===== config.mk =====
export PLATFORM = sky130hd
export DESIGN_NAME = posit_decode_pipe
export DESIGN_NICKNAME = d
export VERILOG_FILES = /design/src/rtl/posit_decode_pipe.sv
export SDC_FILE = /design/constraint.sdc
export NUM_CORES = 1
export LEC_CHECK = 0
export BUFFER_PORTS_ARGS = -buffer_cell sky130_fd_sc_hd__buf_2
export CORE_ASPECT_RATIO = 0.8
export CORE_MARGIN = 2
export CORE_UTILIZATION = 54
export DETAILED_ROUTE_END_ITERATION = 8
export HOLD_SLACK_MARGIN = 0.15
export PLACE_DENSITY_LB_ADDON = 0.12
export SYNTH_ARGS = -nofsm -noshare
export SYNTH_HDL_FRONTEND = slang
export SYNTH_SLANG_ARGS = --single-unit

===== constraint.sdc =====
create_clock -name clk -period 2.3 [get_ports clk]
set_input_delay 0 -clock clk [delete_from_list [all_inputs] [get_ports clk]]
set_output_delay 0 -clock clk [all_outputs]
set_load 0.02 [all_outputs]

===== src/rtl/posit_decode_pipe.sv =====
// Two-stage posit field decoder with an elastic valid/ready stream.
// Stage 1 takes the magnitude; stage 2 splits regime, exponent and fraction.
module posit_decode_pipe #(
  parameter int N  = 8,
  parameter int ES = 4,
  parameter int RS = $clog2(N)
) (
  input  logic            clk,
  input  logic            rst_n,
  input  logic            in_valid,
  output logic            in_ready,
  input  logic [N-1:0]    in_posit,
  output logic            out_valid,
  input  logic            out_ready,
  output logic            out_sign,
  output logic            out_zero,
  output logic            out_nar,
  output logic [RS:0]     out_k,
  output logic [ES-1:0]   out_exp,
  output logic [N-3:0]    out_mant
);

  localparam int MW = N - 2;
  localparam int W  = N - 3 + ES;

  logic            s1_valid_q, s1_sign_q;
  logic            s1_zero_q, s1_nar_q;
  logic [N-2:0]    s1_mag_q;
  logic            s2_valid_q, s2_sign_q;
  logic            s2_zero_q, s2_nar_q;
  logic [RS:0]     s2_k_q;
  logic [ES-1:0]   s2_exp_q;
  logic [MW-1:0]   s2_mant_q;

  logic            s1_ld, s2_ld;
  logic            sign_d, zero_d, nar_d;
  logic [N-2:0]    mag_d;

  assign s2_ld    = !s2_valid_q || out_ready;
  assign s1_ld    = !s1_valid_q || s2_ld;
  assign in_ready = s1_ld;

  // Low N-1 bits of the negation depend only on the low input bits.
  assign sign_d = in_posit[N-1];
  assign zero_d = (in_posit == '0);
  assign nar_d  = sign_d && (in_posit[N-2:0] == '0);
  assign mag_d  = sign_d ? (~in_posit[N-2:0] + 1'b1)
                         : in_posit[N-2:0];

  always_ff @(posedge clk or negedge rst_n) begin
    if (!rst_n) begin
      s1_valid_q <= 1'b0;
      s1_sign_q  <= 1'b0;
      s1_zero_q  <= 1'b0;
      s1_nar_q   <= 1'b0;
      s1_mag_q   <= '0;
    end else if (s1_ld) begin
      s1_valid_q <= in_valid;
      if (in_valid) begin
        s1_sign_q <= sign_d;
        s1_zero_q <= zero_d;
        s1_nar_q  <= nar_d;
        s1_mag_q  <= mag_d;
      end
    end
  end

  logic            r, run, special;
  logic [RS:0]     m, k_d;
  logic [W-1:0]    sh;
  logic [ES-1:0]   exp_d;
  logic [MW-1:0]   mant_d;

  // The run is at least 1, so the top two body bits never reach the
  // exponent: shifting the remaining bits by m-1 aligns exp then frac.
  always_comb begin
    r   = s1_mag_q[N-2];
    m   = '0;
    run = 1'b1;
    for (int i = N - 2; i >= 0; i--) begin
      if (run && (s1_mag_q[i] == r)) m = m + 1'b1;
      else run = 1'b0;
    end
    sh      = {s1_mag_q[N-4:0], {ES{1'b0}}} << (m - 1'b1);
    special = s1_zero_q || s1_nar_q;
    k_d     = '0;
    exp_d   = '0;
    mant_d  = '0;
    if (!special) begin
      k_d    = r ? (m - 1'b1) : ('0 - m);
      exp_d  = sh[W-1 -: ES];
      mant_d = {1'b1, sh[W-ES-1:0]};
    end
  end

  always_ff @(posedge clk or negedge rst_n) begin
    if (!rst_n) begin
      s2_valid_q <= 1'b0;
      s2_sign_q  <= 1'b0;
      s2_zero_q  <= 1'b0;
      s2_nar_q   <= 1'b0;
      s2_k_q     <= '0;
      s2_exp_q   <= '0;
      s2_mant_q  <= '0;
    end else if (s2_ld) begin
      s2_valid_q <= s1_valid_q;
      if (s1_valid_q) begin
        s2_sign_q <= s1_sign_q && !special;
        s2_zero_q <= s1_zero_q;
        s2_nar_q  <= s1_nar_q;
        s2_k_q    <= k_d;
        s2_exp_q  <= exp_d;
        s2_mant_q <= mant_d;
      end
    end
  end

  assign out_valid = s2_valid_q;
  assign out_sign  = s2_sign_q;
  assign out_zero  = s2_zero_q;
  assign out_nar   = s2_nar_q;
  assign out_k     = s2_k_q;
  assign out_exp   = s2_exp_q;
  assign out_mant  = s2_mant_q;

endmodule

* After elaboration in Yosys (flattened, before gate mapping)
Index checks and enable logic that the tools add are counted.
** Word-level totals
- Word-level logic and storage cells :: 61
- Register bits after elaboration :: 29
- Output and inout port bits :: 19
- Input port bits :: 12
** Operators by class
- Equal/unequal tests :: 6
- Reduce and logical (&&, ||, !) cells :: 17
- Bitwise operators :: 1
- Multiplexer cells :: 16
- Shift operators :: 1
- $add $sub $neg :: 8
** Operators by type and width (count)
- two-way mux 4 bit :: 8
- adder 4 x 1 -> 4 bit, second input constant :: 5
- left shift 9 x 4 -> 9 bit :: 1
- logical NOT 8 bit :: 1
- adder 7 x 1 -> 7 bit, second input constant :: 1
- logical AND 1 bit :: 7
- logical NOT 7 bit :: 1
- two-way mux 7 bit :: 1
- inverter 7 bit :: 1
- equality test 1 bit :: 6
- two-way mux 6 bit :: 1
- two-way mux 1 bit :: 5
- AND reduction 2 bit :: 2
- subtractor 1 x 4 -> 4 bit, first input constant :: 1
- subtractor 4 x 1 -> 4 bit, second input constant :: 1
- logical NOT 1 bit :: 3
- logical OR 1 bit :: 3
- two-way mux 2 bit :: 1

* Logic depth before layout (Yosys ltp)
- Depth in word-level cells :: 15
- Depth in mapped cells :: 9
- Gate-level depth less buffers :: 8

* Worst setup path before layout
OpenSTA, ideal clock, no wires.
- Path kind :: reg2reg
- From :: register s1_mag_q[4]
- To :: register s2_exp_q[2], in the netlist out_exp[2]
- Setup time :: 121 ps
- Required time :: 2179 ps
- Data arrival time :: 1896 ps
- Cell stages (with the launch flop) :: 8
- Path slack :: 283 ps
- Cells stage by stage :: dfrtp_1 -> buf_4 -> o31a_1 -> a21oi_1 -> ha_1 -> inv_1 -> mux4_2 -> a22o_1
** On the way
- Cells in the longest elaborated chain, start to end :: 14
** RTL lines
- from (decl) :: RTL line 28 : logic [N-2:0] s1_mag_q;
- from (signal assigned) :: RTL line 63 : s1_mag_q <= mag_d;
- equality test 1 bit :: RTL line 81 : if (run && (s1_mag_q[i] == r)) m = m + 1'b1;
- logical AND 1 bit :: RTL line 81
- two-way mux 4 bit / two-way mux 1 bit (equally long branches) :: RTL line 81
- adder 4 x 1 -> 4 bit / logical AND 1 bit (equally long branches) :: RTL line 81
- two-way mux 4 bit / two-way mux 1 bit (equally long branches) :: RTL line 81
- adder 4 x 1 -> 4 bit / logical AND 1 bit (equally long branches) :: RTL line 81
- two-way mux 4 bit / two-way mux 1 bit (equally long branches) :: RTL line 81
- adder 4 x 1 -> 4 bit / logical AND 1 bit (equally long branches) :: RTL line 81
- two-way mux 4 bit / two-way mux 1 bit (equally long branches) :: RTL line 81
- adder 4 x 1 -> 4 bit / logical AND 1 bit (equally long branches) :: RTL line 81
- two-way mux 4 bit :: RTL line 81
- subtractor 4 x 1 -> 4 bit :: RTL line 84 : sh = {s1_mag_q[N-4:0], {ES{1'b0}}} << (m - 1'b1);
- left shift 9 x 4 -> 9 bit (*) :: RTL line 84
- two-way mux 4 bit (*) :: RTL line 89 : if (!special) begin
- to (signal assigned) :: RTL line 112 : s2_exp_q <= exp_d;
- to (decl) :: RTL line 32 : logic [ES-1:0] s2_exp_q;
Mark *: on every way between the ends. The rest lies on a longest branch, timed or not.
A chain may end at the register's enable or synchronous reset.

* Worst setup path after layout
- From :: register s1_mag_q[0]
- To :: register s2_exp_q[2], in the netlist out_exp[2]
** On the way
- Cells in the longest elaborated chain, start to end :: 6
** RTL lines (RTL line)
- equality test 1 bit :: 81
- logical AND 1 bit :: 81
- two-way mux 4 bit :: 81
- subtractor 4 x 1 -> 4 bit :: 84
- left shift 9 x 4 -> 9 bit (*) :: 84
- two-way mux 4 bit (*) :: 89
Marks and branches as above.

==> results.toml <==
[run_status]
status = "complete, no violations"

[synthesis]
ys_ff_latch = 25
synth_cells = 171
netlist_area_um2 = 1495
ys_warn_count = 0
yosysSeqAreaShare_pct = 41.84
synth_xor_area_share_pct = 4.100
synth-compound-area-share_pct = 21.59
synth_area_per_cell_um2 = 8.744
synthAdderAreaFrac_pct = 1.674
synth_mux_area_share_pct = 3.682
synth_top_family_by_area = "compound AO/OA/AOI/OAI gates"
yosys.area_share.simple_pct = 20.50
synth_cell_types = 41

[sta]
finClkSkew_ns = 0.01119
finalCriticalPeriod_ns = 2.146
slew_headroom_pct = 63.57
finalSetupViolCount = 0
hold_viol = 0
max_clock_freq_ghz = 0.4660
min_period_over_period_pct = 93.30
worst_slew_pin_slew_ns = 0.5464
slew_viol_final = 0

[setup_path]
crit_end = "out_exp[2]$_DFFE_PN0P_"
worstPathArrival_ns = 2.37
critPathMaxFanout = 7
end_kind = "register"
crit_required_ns = 2.53
r2r_slack_ns = 0.15
critical_path_class = "reg2reg"
ff2ff_path_depth = 7
cp-start-kind = "register"
startpoint = "s1_mag_q[0]$_DFFE_PN0P_"
r2r-end = "out_exp[2]$_DFFE_PN0P_"
worstReg2RegStart = "s1_mag_q[0]$_DFFE_PN0P_"

[power_and_ir_drop]
clkPwrFrac_pct = 13.3
p_comb_share_pct = 44.9
switching_power_uw = 578.0
powerDensity_nw_per_um2 = 779.8
p_int_uw = 883.6
switching_share_pct = 39.55
power.leakage_uw = 0.0008764
p_seq_share_pct = 41.8
vdd_drop_max_v = 0.0003302
total_power_uw = 1462

[route]
initialDrtViolationCount = 59
drt-vias-per-instance = 5.516
first_pass_iters = 4
num_vias = 1401
drc = 0
drt_wl_total_um = 3476
avgRoutedWirePerCell_um = 13.69
drtAntennaViolNets = 0

[placement]
port_buffers = 26
globalplace.congestion = 0.8782
dpl_cell_area_um2 = 1672
hpwlAfterDp_um = 2411
placedCellCount = 233

[layout]
fillers = 213
design_area_um2 = 1874
multi_input_comb_area_um2 = 793.3
regArea_um2 = 629.4
drive_above_1_share_pct = 23.15
nNetsFinal = 231
area_delta_synth_final_pct = 25.36
finalNonFillerCells = 254
n_antenna_cell = 0

[floorplan]
die-area_um2 = 3208
core_area_um2 = 2701
rows = 17
ios = 31
die_h_um = 51.07
die_w_um = 62.83
initial_core_util_pct = 55.35

[worst_hold_path]
hold_path_class = "in2async"

[global_routing]
grt.total_usage_pct = 23.05
overflow = 0
first_global_vias = 1270
grt_pass1_wl_um = 5747
grt_max_degree = 26
antenna_found_initial = 0

[cts]
numCtsBuffers = 3
root_buffer = "clkbuf_4"
cts_max_path_buffers = 2
cts_sinks = 25
path_clk_slew_ns = 0.13
insertion_delay_ns = 0.32
htree_levels = 1
cts_tree = "done"

[job]
drv_cap = 0
## repair_timing
item	CTS	global route
resized for setup	0	5
buffers inserted	0	2
endpoints found under the hold margin	37	0
endpoints found under the setup margin	0	7
hold buffers	15	0
## registers in the layout, indices dropped and copies added (netlist names)
| name | flops |
|---|---|
| s1_nar_q | 1 |
| s1_zero_q | 1 |
| out_k | 4 |
| out_nar | 1 |
| s1_mag_q | 7 |
| out_valid | 1 |
| out_sign | 1 |
| out_mant | 2 |
| s1_valid_q | 1 |
| out_exp | 4 |
| s1_sign_q | 1 |
| out_zero | 1 |
## per-layer routing
layer | vias to the layer above | part of all wire (%) | routed length, um | track usage (%)
li1 | 685 | - | - | -
met1 | 659 | 43 | 1486 | 27.61
met2 | 51 | 52 | 1794 | 42.29
met3 | 6 | 4.5 | 155 | 4.846
met4 | 0 | 1.1 | 39 | 6.667
met5 | - | 0 | 0 | 0
## worst min path at each step
| stage | to | slack (ns) | from |
|---|---|---|---|
| after detailed placement | out_mant[5]$_DFFE_PN0P_ | 0.01 | rst_n |
| after global routing | out_mant[5]$_DFFE_PN0P_ | 0.24 | rst_n |
| after CTS | out_mant[5]$_DFFE_PN0P_ | 0.19 | rst_n |
| after floorplan | out_exp[0]$_DFFE_PN0P_ | -0.30 | rst_n |
| final | out_mant[4]$_DFFE_PN0P_ | 0.20 | rst_n |
| after global placement | out_mant[4]$_DFFE_PN0P_ | 0.006 | rst_n |
## area by class of cell
class / instances / share of cell area (%)
Multi-Input combinational cell: 130 / 42.32
Sequential cell: 25 / 33.58
Timing Repair Buffer: 51 / 18.96
Tap cell: 38 / 2.537
Clock buffer: 4 / 1.402
Inverter: 6 / 1.202
## worst max-delay path: stages (launching register included)
cell and delay [ns]:
dfrtp_1 0.47, or2b_2 0.34, nand3_2 0.10, a32o_2 0.26
ha_1 0.28, inv_1 0.11, mux4_2 0.29, a22o_1 0.20
## through the flow
| step | hold slack, ns | util (%) | setup TNS (ns) | worst slack [ns] |
|---|---|---|---|---|
| after global routing | 0.2364 | 69.38 | -0.008475 | -0.008475 |
| after CTS | 0.1923 | 68.41 | 0 | 0.007683 |
| after floorplan | -0.2956 | - | 0 | 0.2833 |
| final | 0.1972 | 69.38 | 0 | 0.1541 |
| after global placement | 0.005604 | 61.88 | 0 | 0.1555 |
| after detailed placement | 0.01475 | 61.88 | 0 | 0.03063 |
## power groups by stage
stage / registers (uW) / logic, uW / clock network [uW]
2_1_floorplan: 669 / 367 / 0
3_3_place_gp: 613 / 591 / 0
3_5_place_dp: 617 / 609 / 0
4_1_cts: 607 / 630 / 201
5_1_grt: 623 / 722 / 221
6_report: 611 / 656 / 195
## placed cells by master (no fill, tap or decap), types with 5 or more instances in the layout
cell type      Yosys  routed
a21oi_1            6       6
buf_2              4      26
buf_4              5      10
dfrtp_1           25      22
dlygate4sd3_1      0      15
inv_1              6       6
nand2_1           30      30
nand2b_1           8       8
nor2_1            11      10
o21ai_0           18      18
o31ai_1            5       5
## logic make-up (layout without fill, tap and decap cells)
group	Yosys count	after routing
other	1	4
and+or+nand+nor	65	65
adders and majority gates	2	2
xor gates and xnor gates	7	7
buffers and inverters	19	61
AOI/OAI and AO/OA	48	48
muxes	4	4
DFF	25	25
## cell usage after synthesis
cell / count / area [um^2]
o41ai_1: 1 / 8.760
or2b_2: 1 / 8.760
o211ai_1: 2 / 15.01
nand3_1: 4 / 20.02
nor3_1: 2 / 10.01
buf_4: 5 / 37.54
xnor2_1: 3 / 26.28
nand3_2: 1 / 10.01
conb_1: 1 / 3.750
ha_1: 2 / 25.02
xor2_1: 4 / 35.03
nand4_1: 1 / 6.260
buf_2: 4 / 20.02
nor4_1: 1 / 6.260
nand2b_1: 8 / 50.05
a32oi_1: 1 / 8.760
mux2_2: 2 / 22.52
o21bai_1: 2 / 15.01
and2_1: 2 / 12.51
a22o_1: 3 / 26.28
a2bb2oi_1: 1 / 8.760
a32o_1: 2 / 20.02
a211oi_1: 2 / 15.01
mux2i_1: 1 / 10.01
or4_1: 1 / 7.510
a32o_2: 1 / 11.26
nor2_1: 11 / 41.29
a221o_1: 1 / 10.01
o31ai_1: 5 / 37.54
nand3b_1: 2 / 15.01
a21boi_0: 1 / 7.510
mux4_2: 1 / 22.52
dfrtp_1: 25 / 625.6
inv_1: 6 / 22.52
o21ai_0: 18 / 90.09
o31a_1: 1 / 8.760
nor2b_1: 1 / 6.260
a21oi_1: 6 / 30.03
clkbuf_1: 4 / 15.01
nand2_1: 30 / 112.6
a2111oi_1: 1 / 10.01
(Power assumes the default switching activity.)
